**config.mk**
```make
export PLATFORM = sky130hd
export DESIGN_NAME = cpu_mem_phase_sequencer
export DESIGN_NICKNAME = d
export VERILOG_FILES = /design/src/rtl/cpu_mem_phase_sequencer.sv
export SDC_FILE = /design/constraint.sdc
export NUM_CORES = 1
export LEC_CHECK = 0
export ABC_AREA = 1
export ABC_CLOCK_PERIOD_IN_PS = 2500
export CAP_MARGIN = 20
export CORE_MARGIN = 10
export CORE_UTILIZATION = 32
export DETAILED_ROUTE_END_ITERATION = 7
export SETUP_SLACK_MARGIN = 0.02
export SYNTH_ARGS = -nofsm -noshare
export SYNTH_HDL_FRONTEND = slang
export SYNTH_SLANG_ARGS = --single-unit
```
**constraint.sdc**
```tcl
create_clock -name clk -period 2.5 [get_ports clk]
set_clock_uncertainty 0.2 [all_clocks]
set_input_delay 0.75 -clock clk [delete_from_list [all_inputs] [get_ports clk]]
set_output_delay 0.75 -clock clk [all_outputs]
set_load 0.1 [all_outputs]
```
**src/rtl/cpu_mem_phase_sequencer.sv**
```systemverilog
// CPU/SRAM clock-enable phase sequencer with two programmable interrupt timer
// channels (IRQ = channel 0, NMI = channel 1) for 6502-class system benches.
module cpu_mem_phase_sequencer #(
    parameter int CNT_WIDTH    = 16,
    parameter int PHASE_BITS   = 2,
    parameter int PERIOD_WIDTH = 16,
    parameter int PULSE_WIDTH  = 8
) (
    input  logic                    clk,
    input  logic                    reset_n,
    input  logic                    clk__enable,
    input  logic                    run,
    input  logic [PHASE_BITS-1:0]   phase_max,
    input  logic                    cfg_write,
    input  logic                    cfg_sel,
    input  logic [1:0]              cfg_mode,
    input  logic [PERIOD_WIDTH-1:0] cfg_period,
    input  logic [PULSE_WIDTH-1:0]  cfg_pulse,
    input  logic [1:0]              int_ack,
    output logic                    cpu_clk_enable,
    output logic                    sram_clk_enable,
    output logic [CNT_WIDTH-1:0]    cpu_cycle,
    output logic                    irq_n,
    output logic                    nmi_n,
    output logic [3:0]              chan_mode
);
    typedef enum logic [1:0] {
        MODE_OFF      = 2'b00,
        MODE_ONESHOT  = 2'b01,
        MODE_PERIODIC = 2'b10,
        MODE_LEVEL    = 2'b11
    } mode_t;

    localparam logic [PHASE_BITS-1:0]   PH_ONE  = {{(PHASE_BITS-1){1'b0}}, 1'b1};
    localparam logic [PERIOD_WIDTH-1:0] PER_ONE = {{(PERIOD_WIDTH-1){1'b0}}, 1'b1};
    localparam logic [PULSE_WIDTH-1:0]  PUL_ONE = {{(PULSE_WIDTH-1){1'b0}}, 1'b1};
    localparam logic [CNT_WIDTH-1:0]    CNT_ONE = {{(CNT_WIDTH-1){1'b0}}, 1'b1};

    logic [PHASE_BITS-1:0]   phase;
    logic [PHASE_BITS-1:0]   pm;
    logic                    adv;
    mode_t                   mode       [2];
    logic [PERIOD_WIDTH-1:0] period     [2];
    logic [PERIOD_WIDTH-1:0] timer      [2];
    logic [PERIOD_WIDTH-1:0] reload     [2];
    logic [PULSE_WIDTH-1:0]  pulse      [2];
    logic [PULSE_WIDTH-1:0]  pcnt       [2];
    logic [PULSE_WIDTH-1:0]  pulse_init [2];
    logic [PERIOD_WIDTH-1:0] load_timer;
    logic [1:0]              line_n;
    logic [1:0]              fired;
    logic [1:0]              load;
    logic [1:0]              fire;

    assign pm  = (phase_max == '0) ? PH_ONE : phase_max;
    assign adv = clk__enable & run;

    // Enables are held off while reset is asserted so nothing downstream steps.
    assign cpu_clk_enable  = adv & reset_n & (phase == '0);
    assign sram_clk_enable = adv & reset_n & (phase == pm);

    assign load_timer = (cfg_period == '0) ? '0 : cfg_period - PER_ONE;

    always_comb begin
        load       = '0;
        fire       = '0;
        reload     = '{default: '0};
        pulse_init = '{default: '0};
        for (int c = 0; c < 2; c++) begin
            reload[c]     = (period[c] == '0) ? '0 : period[c] - PER_ONE;
            pulse_init[c] = (pulse[c] == '0) ? '0 : pulse[c] - PUL_ONE;
            load[c]       = clk__enable & cfg_write & (int'(cfg_sel) == c);
            // A one-shot channel fires only once per configuration.
            fire[c] = cpu_clk_enable & (mode[c] != MODE_OFF) & (timer[c] == '0)
                      & ~((mode[c] == MODE_ONESHOT) & fired[c]);
        end
    end

    always_ff @(posedge clk or negedge reset_n) begin
        if (!reset_n) begin
            phase     <= '0;
            cpu_cycle <= '0;
            line_n    <= 2'b11;
            fired     <= 2'b00;
            for (int c = 0; c < 2; c++) begin
                mode[c]   <= MODE_OFF;
                period[c] <= '0;
                timer[c]  <= '0;
                pulse[c]  <= '0;
                pcnt[c]   <= '0;
            end
        end else begin
            if (adv) phase <= (phase >= pm) ? '0 : phase + PH_ONE;
            if (cpu_clk_enable) cpu_cycle <= cpu_cycle + CNT_ONE;
            for (int c = 0; c < 2; c++) begin
                if (load[c]) begin
                    mode[c]   <= mode_t'(cfg_mode);
                    period[c] <= cfg_period;
                    pulse[c]  <= cfg_pulse;
                    timer[c]  <= load_timer;
                    pcnt[c]   <= '0;
                    line_n[c] <= 1'b1;
                    fired[c]  <= 1'b0;
                end else if (cpu_clk_enable && mode[c] != MODE_OFF) begin
                    timer[c] <= (timer[c] == '0) ? reload[c] : timer[c] - PER_ONE;
                    if (fire[c]) begin
                        line_n[c] <= 1'b0;
                        fired[c]  <= 1'b1;
                        pcnt[c]   <= pulse_init[c];
                    end else if (mode[c] == MODE_LEVEL) begin
                        if (int_ack[c]) line_n[c] <= 1'b1;
                    end else if (!line_n[c]) begin
                        if (pcnt[c] == '0) begin
                            line_n[c] <= 1'b1;
                            if (mode[c] == MODE_ONESHOT) mode[c] <= MODE_OFF;
                        end else begin
                            pcnt[c] <= pcnt[c] - PUL_ONE;
                        end
                    end
                end
            end
        end
    end

    assign irq_n     = line_n[0];
    assign nmi_n     = line_n[1];
    assign chan_mode = {mode[1], mode[0]};
endmodule
```
==> flow_summary_export.csv <==
group,metric,value,unit
global_route,grt_max_degree,103,
floorplanning,die_x,185,um
finish,areaGrowthSynthToFinish,32.3,%
worst_setup_path,crit_start,"phase_max[1]",
synthesis,synthCells,1326,
cts,clk_root_buffer_cell,"clkbuf_16",
timing,tns,-0.148,ns
worst_setup_path,cp-end-kind,"primary output",
cts,insertion_delay,0.42,ns
synthesis,synth_edf_count,0,
floorplanning,die_h,185,um
finish,drive_gt1_frac,0.153,
timing,layout_setup_ws,-0.137,ns
worst_setup_path,cp.arrival,1.69,ns
placement,numPortBuffers,59,
worst_setup_path,cp_data_required_time,1.55,ns
synthesis,synth_nets,1382,
finish,nets,1548,
placement,dp_hpwl,20200,um
global_route,track_usage,0.160,
floorplanning,die-area,34100,sq um
finish,final_cell_mix,"nand2_1, nor2_1, inv_1, nand3_1, dfrtp_1",
synthesis,synth_top_area_frac,0.346,
placement,placed_area,10800,sq um
cts,cts_max_path_buffers,2,
route,wirelength,26000,um
synthesis,ys_top_cells_by_area,"dfrtp_1, nand2_1, nand3_1",
cts,clock_sinks,122,
global_route,grt_pass1_wl,44100,um
synthesis,netlist.top_cell.by_area,"dfrtp_1",
timing,fin_crit,2.64,ns
synthesis,syn_avg_cell_area,6.54,sq um
cts,htreeDepth,4,
worst_setup_path,path_max_fanout,2,
route,wl_per_cell,14.1,um
synthesis,synth_flop_cell,"dfrtp_1",
cts,cts_tree,"yes",
timing,worstMarginPinSlew,0.692,ns
worst_setup_path,reg2reg_depth,11,
timing,fin_hold_ws,0.164,ns
placement,dp_slack,-0.656,ns
finish,final_cells,1846,
finish,layout_commonest_cell,"nand2_1",
global_route,antenna_found_initial,0,
run,drv_cap,0,
floorplanning,core-area,26800,sq um
floorplanning,start_util,0.323,
timing,clock.fmax,0.379,GHz
timing,slew_headroom,0.536,
floorplanning,io_pins,60,
route,first_pass_iters,5,
min_path,holdCritPathClass,"input port to asynchronous set/reset pin",
placement,routabilityCongestion,0.884,
power,vdd_drop_max,0.435,mV
synthesis,ys_seq_elements,122,
synthesis,ys_warn_count,0,
status,outcome,"finished with violations",
power,p_per_area,864,nW/um^2
global_route,overflow,0,
route,via_per_inst,4.76,
route,postRouteAntennaNets,0,
power,total_power,9.91,mW
timing,final-hold-violation-count,0,
timing,finalSetupViolations,2,
route,vias,8784,
route,drc,0,
route,drt_iter0_drc,693,
power,cellLeakagePower,5.81,nW
synthesis,syn-cell-area,8670,sq um
synthesis,synth.distinct_cells,32,
finish,utilization,0.428,
timing,rsz0062_at_grt,"yes",
worst_setup_path,critical_path.startpoint_type,"input port",
timing,layout_worst_path_cycle_share,1.05,
cts,cts_buffers,17,
placement,place_inst,1814,
synthesis,synth-seq-area-share,0.352,
cts,clkTransAtPathRegs,0.06,ns
synthesis,synth_async_sr_flop_share,1.00,
cts,hold_buffers,0,
floorplanning,row_count,60,
finish,diodes,0,
finish,fin_area,11500,sq um
global_route,grt_pass1_vias,8746,
worst_setup_path,path_class,"input port to primary output",
finish,fillers,2736,
timing,slew_viol_final,0,
status,violations,"setup timing",
worst_setup_path,r2r-start,"phase[0]",
cell usage after synthesis (9+ instances only):
cell type and number:
nand2_1 444, nor2_1 166, inv_1 152, nand3_1 129, dfrtp_1 120, o21ai_0 74
xor2_1 46, a21oi_1 35, nand4_1 32, ha_1 20, xnor2_1 20, buf_2 13
nor3_1 12, nor2_2 11, clkbuf_1 9
flip-flops by register name, indices dropped and copies added, names as in the netlist:
name / cells
cpu_cycle: 16
pulse: 16
chan_mode: 4
fired: 2
pcnt: 16
timer: 32
line_n: 2
period: 32
phase: 2
metal layers:
| metal | share of wire | track usage |
|---|---|---|
| met2 | 0.48 | 0.269 |
| met5 | 0 | 0 |
| met1 | 0.46 | 0.204 |
| met3 | 0.041 | 0.0266 |
| met4 | 0.014 | 0.0465 |
worst paths after layout:
path,slack [ns],end
setup / recovery,-0.14,sram_clk_enable
hold / removal,0.16,phase[0]
setup reg to reg,0.38,pcnt[2]
hold reg to reg,0.28,timer[17]
max in group asynchronous,1.41,period[21]
min in group clk,0.28,timer[17]
repair_timing:
item / in CTS / in global routing
gates cloned: 0 / 0
pin swaps: 3 / 6
resized for setup: 13 / 21
buffers inserted: 0 / 0
endpoints found under the setup margin: 2 / 26
power breakdown:
group	switching, mW	leakage [nW]	internal (mW)
registers	0.590	1.53	2.50
logic	2.48	3.99	1.63
clock network	0.980	0.298	1.73
area by class of cell:
cell class / count / area (sq um) / share of cell area
Clock buffer: 19 / 453 / 0.0395
Clock inverter: 13 / 193 / 0.0168
Inverter: 158 / 601 / 0.0524
Multi-Input combinational cell: 1020 / 4990 / 0.435
Sequential cell: 122 / 3060 / 0.266
Tap cell: 341 / 427 / 0.0372
Timing Repair Buffer: 173 / 1750 / 0.153
kinds of logic after synthesis:
family,count (synthesis),share of synthesized area
xor+xnor,66,0.0667
simple gates,819,0.402
flops,122,0.352
fa+ha+maj,20,0.0289
buf+inv,184,0.0837
compound gates,115,0.0668
worst max-delay path: stages:
cell	delay [ns]
buf_8	0.08
inv_8	0.02
or2_4	0.23
ha_4	0.28
nand2_4	0.05
nor2_4	0.09
buf_12	0.18
(Power assumes the default switching activity.)
